## config.mk

```make
export PLATFORM = sky130hd
export DESIGN_NAME = fpu_bus_sequencer
export DESIGN_NICKNAME = d
export VERILOG_FILES = /design/src/rtl/fpu_bus_sequencer.sv
export SDC_FILE = /design/constraint.sdc
export NUM_CORES = 1
export LEC_CHECK = 0
export ABC_CLOCK_PERIOD_IN_PS = 1900
export BUFFER_PORTS_ARGS = -buffer_cell sky130_fd_sc_hd__clkbuf_2
export CAP_MARGIN = 20
export CORE_MARGIN = 2
export CORE_UTILIZATION = 36
export CTS_CLUSTER_SIZE = 28
export DETAILED_ROUTE_END_ITERATION = 12
export PLACE_DENSITY = 0.58
export SLEW_MARGIN = 20
export SYNTH_ARGS = -nofsm -noshare
export SYNTH_HDL_FRONTEND = slang
export SYNTH_SLANG_ARGS = --single-unit
```

## constraint.sdc

```tcl
create_clock -name clk -period 1.9 [get_ports clk]
set_input_delay 0.38 -clock clk [delete_from_list [all_inputs] [get_ports clk]]
set_output_delay 0.38 -clock clk [all_outputs]
set_load 0.1 [all_outputs]
```

## src/rtl/fpu_bus_sequencer.sv

```systemverilog
// Bus master for the memory-mapped FPU: turns one op request into the 8-bit
// write/poll/read sequence and returns the 32-bit result on a valid/ready port.
module fpu_bus_sequencer #(
  parameter int START_DLY = 2,
  parameter int POLL_MAX  = 255
) (
  input  logic        clk,
  input  logic        reset,
  input  logic        req_valid,
  output logic        req_ready,
  input  logic        req_div,
  input  logic [31:0] req_y,
  input  logic [31:0] req_x,
  output logic        rsp_valid,
  input  logic        rsp_ready,
  output logic [31:0] rsp_result,
  output logic        rsp_timeout,
  output logic        fpu_sel,
  output logic [1:0]  fpu_addr,
  output logic        fpu_read,
  output logic        fpu_write,
  output logic [7:0]  fpu_wdata,
  input  logic [7:0]  fpu_rdata
);

  typedef enum logic [3:0] {
    S_IDLE, S_WR, S_WGAP, S_DLY, S_POLL, S_PGAP, S_RD, S_RGAP, S_RESP
  } state_t;

  localparam logic [7:0] LP_DLY  = 8'((START_DLY >= 2) ? START_DLY - 2 : 0);
  localparam logic [7:0] LP_PMAX = 8'(POLL_MAX);

  state_t      r_state;
  logic [7:0]  r_cnt;
  logic [7:0]  r_poll;
  logic        r_busy;
  logic        r_div;
  logic [31:0] r_y, r_x;
  logic        r_rsp_valid;
  logic [31:0] r_result;
  logic        r_timeout;
  logic        r_sel, r_rd, r_wr;
  logic [1:0]  r_addr;
  logic [7:0]  r_wdata;
  logic [3:0]  w_nidx;

  // Write slot k of the 11-write sequence: command bytes sit in slots 0, 5 and 10.
  function automatic logic [7:0] f_wbyte(input logic [3:0] idx, input logic [31:0] y,
                                         input logic [31:0] x, input logic dv);
    case (idx)
      4'd0:    return 8'h01;
      4'd1:    return y[31:24];
      4'd2:    return y[23:16];
      4'd3:    return y[15:8];
      4'd4:    return y[7:0];
      4'd5:    return 8'h02;
      4'd6:    return x[31:24];
      4'd7:    return x[23:16];
      4'd8:    return x[15:8];
      4'd9:    return x[7:0];
      default: return dv ? 8'h03 : 8'h04;
    endcase
  endfunction

  assign w_nidx = r_cnt[3:0] + 4'd1;

  always_ff @(posedge clk) begin
    if (reset) begin
      r_state     <= S_IDLE;
      r_cnt       <= '0;
      r_poll      <= '0;
      r_busy      <= 1'b0;
      r_div       <= 1'b0;
      r_y         <= '0;
      r_x         <= '0;
      r_rsp_valid <= 1'b0;
      r_result    <= '0;
      r_timeout   <= 1'b0;
      r_sel       <= 1'b0;
      r_rd        <= 1'b0;
      r_wr        <= 1'b0;
      r_addr      <= '0;
      r_wdata     <= '0;
    end else begin
      // Strobes last one cycle; address and data return to zero with them.
      r_sel   <= 1'b0;
      r_rd    <= 1'b0;
      r_wr    <= 1'b0;
      r_addr  <= '0;
      r_wdata <= '0;
      case (r_state)
        S_IDLE: if (req_valid) begin
          r_y       <= req_y;
          r_x       <= req_x;
          r_div     <= req_div;
          r_cnt     <= '0;
          r_poll    <= '0;
          r_result  <= '0;
          r_timeout <= 1'b0;
          r_sel     <= 1'b1;
          r_wr      <= 1'b1;
          r_addr    <= 2'd2;
          r_wdata   <= 8'h01;
          r_state   <= S_WR;
        end
        S_WR: r_state <= S_WGAP;
        S_WGAP: begin
          if (r_cnt[3:0] == 4'd10) begin
            if (START_DLY <= 1) begin
              r_sel   <= 1'b1;
              r_rd    <= 1'b1;
              r_state <= S_POLL;
            end else begin
              r_cnt   <= LP_DLY;
              r_state <= S_DLY;
            end
          end else begin
            r_cnt   <= r_cnt + 8'd1;
            r_sel   <= 1'b1;
            r_wr    <= 1'b1;
            r_addr  <= (w_nidx == 4'd5 || w_nidx == 4'd10) ? 2'd2 : 2'd3;
            r_wdata <= f_wbyte(w_nidx, r_y, r_x, r_div);
            r_state <= S_WR;
          end
        end
        S_DLY: begin
          if (r_cnt == 8'd0) begin
            r_sel   <= 1'b1;
            r_rd    <= 1'b1;
            r_state <= S_POLL;
          end else begin
            r_cnt <= r_cnt - 8'd1;
          end
        end
        S_POLL: begin
          r_busy  <= fpu_rdata[7];
          r_cnt   <= '0;
          r_state <= S_PGAP;
          if (fpu_rdata[7]) begin
            r_poll <= r_poll + 8'd1;
            if (r_poll + 8'd1 == LP_PMAX) r_timeout <= 1'b1;
          end
        end
        S_PGAP: begin
          if (r_timeout) begin
            r_rsp_valid <= 1'b1;
            r_state     <= S_RESP;
          end else begin
            r_sel   <= 1'b1;
            r_rd    <= 1'b1;
            r_addr  <= r_busy ? 2'd0 : 2'd1;
            r_state <= r_busy ? S_POLL : S_RD;
          end
        end
        S_RD: begin
          r_result <= {r_result[23:0], fpu_rdata};
          r_cnt    <= r_cnt + 8'd1;
          r_state  <= S_RGAP;
        end
        S_RGAP: begin
          if (r_cnt == 8'd4) begin
            r_rsp_valid <= 1'b1;
            r_state     <= S_RESP;
          end else begin
            r_sel   <= 1'b1;
            r_rd    <= 1'b1;
            r_addr  <= 2'd1;
            r_state <= S_RD;
          end
        end
        S_RESP: if (rsp_ready) begin
          r_rsp_valid <= 1'b0;
          r_state     <= S_IDLE;
        end
        default: r_state <= S_IDLE;
      endcase
    end
  end

  assign req_ready   = (r_state == S_IDLE) && !reset;
  assign rsp_valid   = r_rsp_valid;
  assign rsp_result  = r_result;
  assign rsp_timeout = r_timeout;
  assign fpu_sel     = r_sel;
  assign fpu_addr    = r_addr;
  assign fpu_read    = r_rd;
  assign fpu_write   = r_wr;
  assign fpu_wdata   = r_wdata;

endmodule

```

==> out/qor.csv, run 1 <==
stage;metric;value;unit
sta;RSZ-0062 raised after global routing;true;
logic_synthesis;EDFF count, synth;0;
route;DRT antenna net count;0;
sta;Setup TNS Final;-135.9;ps
power_and_ir_drop;P_leak;3.266;nW
logic_synthesis;synthesized flop and latch total;133;
sta;period utilisation layout;106.3;%
clock_tree;clock insertion delay at the later pin of the skew report;420;ps
sta;setup violators final;2;
layout;Total Nets Final;1006;
sta;Slew Limit Fails;0;
global_routing;pin count of the biggest net entering global routing;65;
layout;Ant. Diodes;0;
route;routed vias/inst;5.276;
route;Post-Route WL;17880;um
logic_synthesis;Mapped Nets;842;
logic_synthesis;Yosys Warn Count;0;
placement;PortBufs;124;
clock_tree;CTS root buffer;clkbuf_16;
sta;Max-slew headroom;63.03;%
placement;placed cell count;1109;
power_and_ir_drop;power density cells;876.4;mW/mm^2
logic_synthesis;Post-Synth Adder-Cell Area;1.658;%
clock_tree;Clock Sinks;133;
setup_path;arrival time at the worst endpoint;1640;ps
logic_synthesis;post-synthesis xor/xnor area fraction;0.5803;%
die;Die W;133.5;um
die;die area;0.01782;mm^2
global_routing;first-pass GRT wire length;29210;um
worst_hold_path;Hold WC Path Type;in -> reg;
die;Core ar.;0.01647;mm^2
clock_tree;Reg clk slew, reported paths;60;ps
die;initial core utilization;36.66;%
clock_tree;CTS tree;yes;
die;I/O pin total;125;
logic_synthesis;mux contribution to synthesized area;0.3316;%
sta;Hold Vio Cnt, Final;0;
job;maxcap violations;0;
global_routing;vias in the first global route;5812;
logic_synthesis;distinct cell type count after synthesis;66;
route;DR pass1 iterations;6;
sta;Layout Skew;9.492;ps
route;DRC;0;
placement;gp weighted congestion;0.9255;
logic_synthesis;main combinational cell family by area after synthesis;compound AO/OA/AOI/OAI gates;
die;Cell Rows;47;
setup_path;crit-path max FO;2;
sta;min cycle time layout;2020;ps
layout;most frequent cells in the layout;nand2_1 (152), dfxtp_1 (128), clkbuf_2 (122), a21oi_1 (93), buf_4 (72);
placement;DP HPWL;12460;um
layout;commonest non-fill, non-tap cell in the layout;nand2_1;
clock_tree;H-tree depth;4;
clock_tree;Clock Tree Buf Depth;2;
clock_tree;TritonCTS buffer count;17;
logic_synthesis;post-synthesis compound-gate area fraction;26.05;%
sta;measured slew at the worst slew-check pin;556.9;ps
route;WL/cell;15.49;um
die;Die H;133.5;um
global_routing;antenna violations before repair;0;
global_routing;Total GRT Usage;20.31;%
logic_synthesis;Post-Synth Simple-Gate Area;22.26;%
layout;fillcell total;1653;
sta;Max Clock Freq;0.4951;GHz
power_and_ir_drop;maximum vdd ir drop;667.9;uV
setup_path;Worst setup EP type;output port;
status;status;finished with violations;
layout;Non-Filler Instances;1154;
setup_path;Critical Path Source Type;register;
logic_synthesis;Mapped Cells;757;
sta;fin worst setup slack;-119.9;ps
logic_synthesis;synthesized area;0.006037;mm^2
logic_synthesis;Primary FF master, synth;dfxtp_1;
logic_synthesis;ys async rst share;0;%
layout;share of cells above drive strength 1;30.94;%
route;1st-iter DRT viols;429;
setup_path;Crit Path Category;reg -> out;
status;failing checks;negative setup slack;
logic_synthesis;Syn Area/Cell;7.975;um^2
power_and_ir_drop;Overall Power;7.170;mW
clock_tree;# hold bufs at CTS;0;
layout;Layout Area Growth over Synthesis;35.50;%
global_routing;GRT overflow;0;
route;Vias;6088;
setup_path;CP required;1520;ps
logic_synthesis;register area share after synthesis;44.10;%
[where the power goes]
group	leakage [nW]	switching (mW)	internal (mW)
logic	1.93	0.669	0.468
clock network	0.253	1.31	1.71
registers	1.09	0.0898	2.92
total	3.27	2.07	5.10
[per-stage QoR]
step	area [um^2]	utilization [%]	setup WS, ps	hold slack, ps
5_1_grt	8180	49.68	-195.2	160.4
4_1_cts	8009	48.64	-122.6	158.9
2_1_floorplan	6061	-	0.6141	435.7
3_3_place_gp	7325	44.48	-20.30	443.4
6_report	8180	49.68	-119.9	171.8
3_5_place_dp	7325	44.48	-38.18	447.7
[kinds of logic (layout without fill, tap and decap cells)]
logic type / Yosys count / count (layout)
XOR/XNOR: 4 / 4
flip-flops: 133 / 133
adder cells (fa/ha/maj): 8 / 8
multiplexers: 2 / 2
buffers and inverters: 73 / 250
AND/OR/NAND/NOR: 302 / 302
AO/OA/AOI/OAI: 235 / 235
[cells in the mapped netlist, types with 5 or more instances]
library cell,n,share of area [%]
inv_1,10,0.62
a222oi_1,9,1.5
nor3_1,10,0.83
buf_2,10,0.83
nor2_1,66,4.1
nor4_1,8,0.83
nand3_1,15,1.2
dfxtp_1,133,44
o21ai_0,16,1.3
clkbuf_1,47,2.9
a211oi_1,6,0.75
ha_1,8,1.7
o22ai_1,10,1.0
a22oi_1,42,5.2
and2_1,7,0.73
and3_1,7,0.73
nand3b_1,7,0.87
nand2_1,154,9.6
nor2b_1,5,0.52
a21oi_1,93,7.7
a31oi_1,9,0.93
[area by class of cell]
class                           count  area (um^2)  area share [%]
Timing Repair Buffer              208         1370           16.75
Inverter                           10        42.54          0.5200
Clock inverter                     13        102.6           1.254
Clock buffer                       19        442.9           5.414
Tap cell                          220        275.3           3.365
Multi-Input combinational cell    551         3273           40.01
Sequential cell                   133         2674           32.69
[registers in the layout, summed over array words and instances (netlist names)]
name and count:
rsp_result 32, r_x 32, fpu_write 1, rsp_valid 1, rsp_timeout 1, r_state 4
fpu_wdata 8, r_cnt 8, r_poll 8, r_busy 1, fpu_addr 2, r_div 1
r_y 32, fpu_read 1, fpu_sel 1
[path summary, 6_finish.rpt]
check / startpoint / end / slack (ps) / cells past startpoint
hold reg to reg: r_x[31] / r_x[31] / 450 / 2
setup reg to reg: r_state[1] / r_cnt[3] / -20 / 8
hold / removal: req_x[14] / r_x[14] / 170 / 3
setup / recovery: r_state[3] / req_ready / -120 / 5
[worst max-delay path: stages, from the launching register on]
cell and delay, ps:
dfxtp_2 320, buf_6 120, nor4_4 280, buf_4 160, nor2b_4 150, buf_12 180
[repair_timing]
action | 4_1_cts | 5_1_grt
resized for setup | 15 | 38
buffers inserted | 7 | 5
pin swaps | 2 | 10
endpoints found under the setup margin | 10 | 22
endpoints found under the hold margin | 0 | 0
cloned | 1 | 0
[routing by layer]
layer | GRT usage (%) | vias up | routed length [um]
met5 | 0 | - | 0
met4 | 6.738 | 0 | 316
met3 | 4.452 | 23 | 796
met2 | 32.47 | 160 | 8447
met1 | 27.30 | 2861 | 8319
li1 | - | 3044 | -
Power figures use the tool's default switching activity.
==> run 2, diff against run 1 <==
--- a/config.mk
+++ b/config.mk
@@ -8,7 +8,7 @@
 export ABC_CLOCK_PERIOD_IN_PS = 1900
 export BUFFER_PORTS_ARGS = -buffer_cell sky130_fd_sc_hd__clkbuf_2
 export CAP_MARGIN = 20
-export CORE_MARGIN = 2
+export CORE_MARGIN = 4
 export CORE_UTILIZATION = 36
 export CTS_CLUSTER_SIZE = 28
 export DETAILED_ROUTE_END_ITERATION = 12
==> run 2 against run 1 <==
Against the previous run: the run still ends with negative setup slack left; global-route usage is 0.94 points lower; total power is 4.3% higher; utilization is 0.63 points higher; via count is 1.2% higher; clock-buffer cell count is 2 higher; combinational power hardly changed; sequential power hardly changed; register-to-register slack better by 30 ps; critical endpoint unchanged.
==> out/qor.csv, run 2 (same netlist as run 1, synthesis figures left out) <==
stage;metric;value;unit;change
power_and_ir_drop;Comb power frac;15.6;%;was 15.9%
setup_path;Crit Path Category;reg -> out;;unchanged
sta;Layout Skew;14.24;ps;was 9.492 ps
setup_path;Reg-to-Reg End;r_cnt[6];;was r_cnt[3]
setup_path;crit-path max FO;3;;was 2
setup_path;Worst setup EP type;output port;;unchanged
worst_hold_path;Hold Path End;r_y[28];;was r_x[14]
route;1st-iter DRT viols;574;;was 429
sta;Slew Limit Fails;0;;unchanged
clock_tree;CTS tree;yes;;unchanged
placement;DP HPWL;12900;um;was 12460 um
layout;Layout Area Growth over Synthesis;37.72;%;was 35.50%
setup_path;Critical Path Source Type;register;;unchanged
layout;commonest non-fill, non-tap cell in the layout;nand2_1;;unchanged
sta;setup violators final;1;;was 2
job;maxcap violations;0;;unchanged
clock_tree;Clock Tree Buf Depth;2;;unchanged
die;Die H;137.5;um;was 133.5 um
power_and_ir_drop;sw power;2.040;mW;was 2.072 mW
route;DRC;0;;unchanged
route;routed vias/inst;5.304;;was 5.276
layout;fillcell total;1543;;was 1653
global_routing;vias in the first global route;5623;;was 5812
die;Die W;137.5;um;was 133.5 um
power_and_ir_drop;maximum vdd ir drop;563.8;uV;was 667.9 uV
status;status;finished with violations;;unchanged
sta;fin worst setup slack;-38.02;ps;was -119.9 ps
placement;dpl ws;-49.58;ps;was -38.18 ps
power_and_ir_drop;Overall Power;7.478;mW;was 7.170 mW
clock_tree;H-tree depth;4;;unchanged
setup_path;arrival time at the worst endpoint;1560;ps;was 1640 ps
global_routing;pin count of the biggest net entering global routing;67;;was 65
sta;period utilisation layout;102.0;%;was 106.3%
power_and_ir_drop;Reg power frac;40.3;%;was 41.9%
die;I/O pin total;125;;unchanged
layout;fin area;0.008314;mm^2;was 0.008180 mm^2
global_routing;antenna violations before repair;0;;unchanged
sta;Max-slew headroom;60.22;%;was 63.03%
power_and_ir_drop;Pint;5.437;mW;was 5.098 mW
die;Cell Rows;47;;unchanged
die;Core ar.;0.01652;mm^2;was 0.01647 mm^2
worst_hold_path;Hold Path Depth;3;;unchanged
route;DR pass1 iterations;5;;was 6
route;Vias;6163;;was 6088
placement;placed cell count;1118;;was 1109
clock_tree;TritonCTS buffer count;17;;unchanged
layout;Total Nets Final;1014;;was 1006
placement;placed cell areas;0.007367;mm^2;was 0.007325 mm^2
layout;Non-Filler Instances;1162;;was 1154
placement;PortBufs;124;;unchanged
worst_hold_path;Min-Delay Startpoint;req_y[28];;was req_x[14]
worst_hold_path;Hold WC Path Type;in -> reg;;unchanged
power_and_ir_drop;power density cells;899.4;mW/mm^2;was 876.4 mW/mm^2
global_routing;Total GRT Usage;19.37;%;was 20.31%
setup_path;Max stage delay on crit path;360;ps;was 320 ps
layout;Ant. Diodes;0;;unchanged
status;failing checks;negative setup slack;;unchanged
power_and_ir_drop;switching part of the total power;27.29;%;was 28.89%
sta;Max Clock Freq;0.5160;GHz;was 0.4951 GHz
sta;Setup TNS Final;-38.02;ps;was -135.9 ps
setup_path;Reg2Reg Depth;6;;was 8
setup_path;CP bufs+invs;2;;was 3
sta;Hold Vio Cnt, Final;0;;unchanged
setup_path;reg2reg setup slack;10;ps;was -20 ps
sta;min cycle time layout;1938;ps;was 2020 ps
layout;Final Util;50.31;%;was 49.68%
setup_path;kind of cell adding the most delay to the critical path;simple AND/OR/NAND/NOR gates;;was buffers and inverters
die;initial core utilization;36.53;%;was 36.66%
sta;RSZ-0062 raised after global routing;true;;unchanged
sta;worst hold margin;172.0;ps;was 171.8 ps
sta;measured slew at the worst slew-check pin;596.7;ps;was 556.9 ps
global_routing;GRT overflow;0;;unchanged
die;die area;0.01890;mm^2;was 0.01782 mm^2
layout;share of cells above drive strength 1;31.85;%;was 30.94%
clock_tree;CTS root buffer;clkbuf_16;;unchanged
power_and_ir_drop;P_leak;3.340;nW;was 3.266 nW
setup_path;CP required;1520;ps;about the same
setup_path;CP max stage cell;dfxtp_4;;was dfxtp_2
setup_path;CP Cell Sequence;nor4_4, buf_4, nor2b_4, buf_12;;was buf_6, nor4_4, buf_4, nor2b_4, buf_12
route;DRT antenna net count;0;;unchanged
setup_path;start of the worst register-to-register path;r_state[0];;was r_state[1]
clock_tree;Clock Sinks;133;;unchanged
clock_tree;clock insertion delay at the later pin of the skew report;430;ps;was 420 ps
global_routing;first-pass GRT wire length;28900;um;was 29210 um
layout;most frequent cells in the layout;nand2_1 (151), dfxtp_1 (129), clkbuf_2 (122), a21oi_1 (91), buf_4 (81);;was nand2_1 (152), dfxtp_1 (128), clkbuf_2 (122), a21oi_1 (93), buf_4 (72)
placement;gp weighted congestion;0.9213;;was 0.9255
route;Post-Route WL;18630;um;was 17880 um
power_and_ir_drop;clock share of power;44.2;%;was 42.2%
clock_tree;Reg clk slew, reported paths;60;ps;about the same
route;WL/cell;16.03;um;was 15.49 um
-- run 2: how the worst max path moves through the flow --
stage,slack (ps),end,cells past startpoint,start
CTS,-60,req_ready,4,r_state[0]
global route,-100,req_ready,4,r_state[0]
detailed placement,-50,r_cnt[5],8,r_cnt[1]
global placement,6,r_state[1],7,r_cnt[1]
floorplan,0.6,r_cnt[5],8,r_cnt[1]
finish,-40,req_ready,4,r_state[0]
-- run 2: layout make-up --
class / instances / area (um^2) / share of cell area, %
Timing Repair Buffer: 216 / 1415 / 17.02
Clock inverter: 11 / 123.9 / 1.490
Tap cell: 220 / 275.3 / 3.311
Sequential cell: 133 / 2675 / 32.17
Clock buffer: 21 / 470.5 / 5.658
Multi-Input combinational cell: 551 / 3307 / 39.77
Inverter: 10 / 47.55 / 0.5719
-- run 2: tightest hold or removal path, stage by stage --
cell and delay, ps:
clkbuf_2 80, nand2_1 40, a21oi_1 50
-- run 2: timing repair --
item,CTS,global route
hold buffers,0,0
gates resized for setup,19,36
setup buffers,6,6
setup endpoints to repair,8,38
pin swaps,6,17
cloned,0,1
-- run 2: routing by layer --
metal | up-vias | GRT usage (%) | routed length (um)
li1 | 3055 | - | -
met1 | 2837 | 27.13 | 8359
met2 | 234 | 29.18 | 8753
met3 | 37 | 4.273 | 1121
met4 | 0 | 7.151 | 394
met5 | - | 0 | 0
-- run 2: power groups by stage --
stage	sequential (mW)	clock, mW	combinational (mW)
floorplan	3.12	0	0.578
global placement	3.06	0	1.05
detailed placement	3.06	0	1.05
CTS	3.00	3.37	1.10
global route	3.02	3.50	1.27
finish	3.01	3.30	1.16
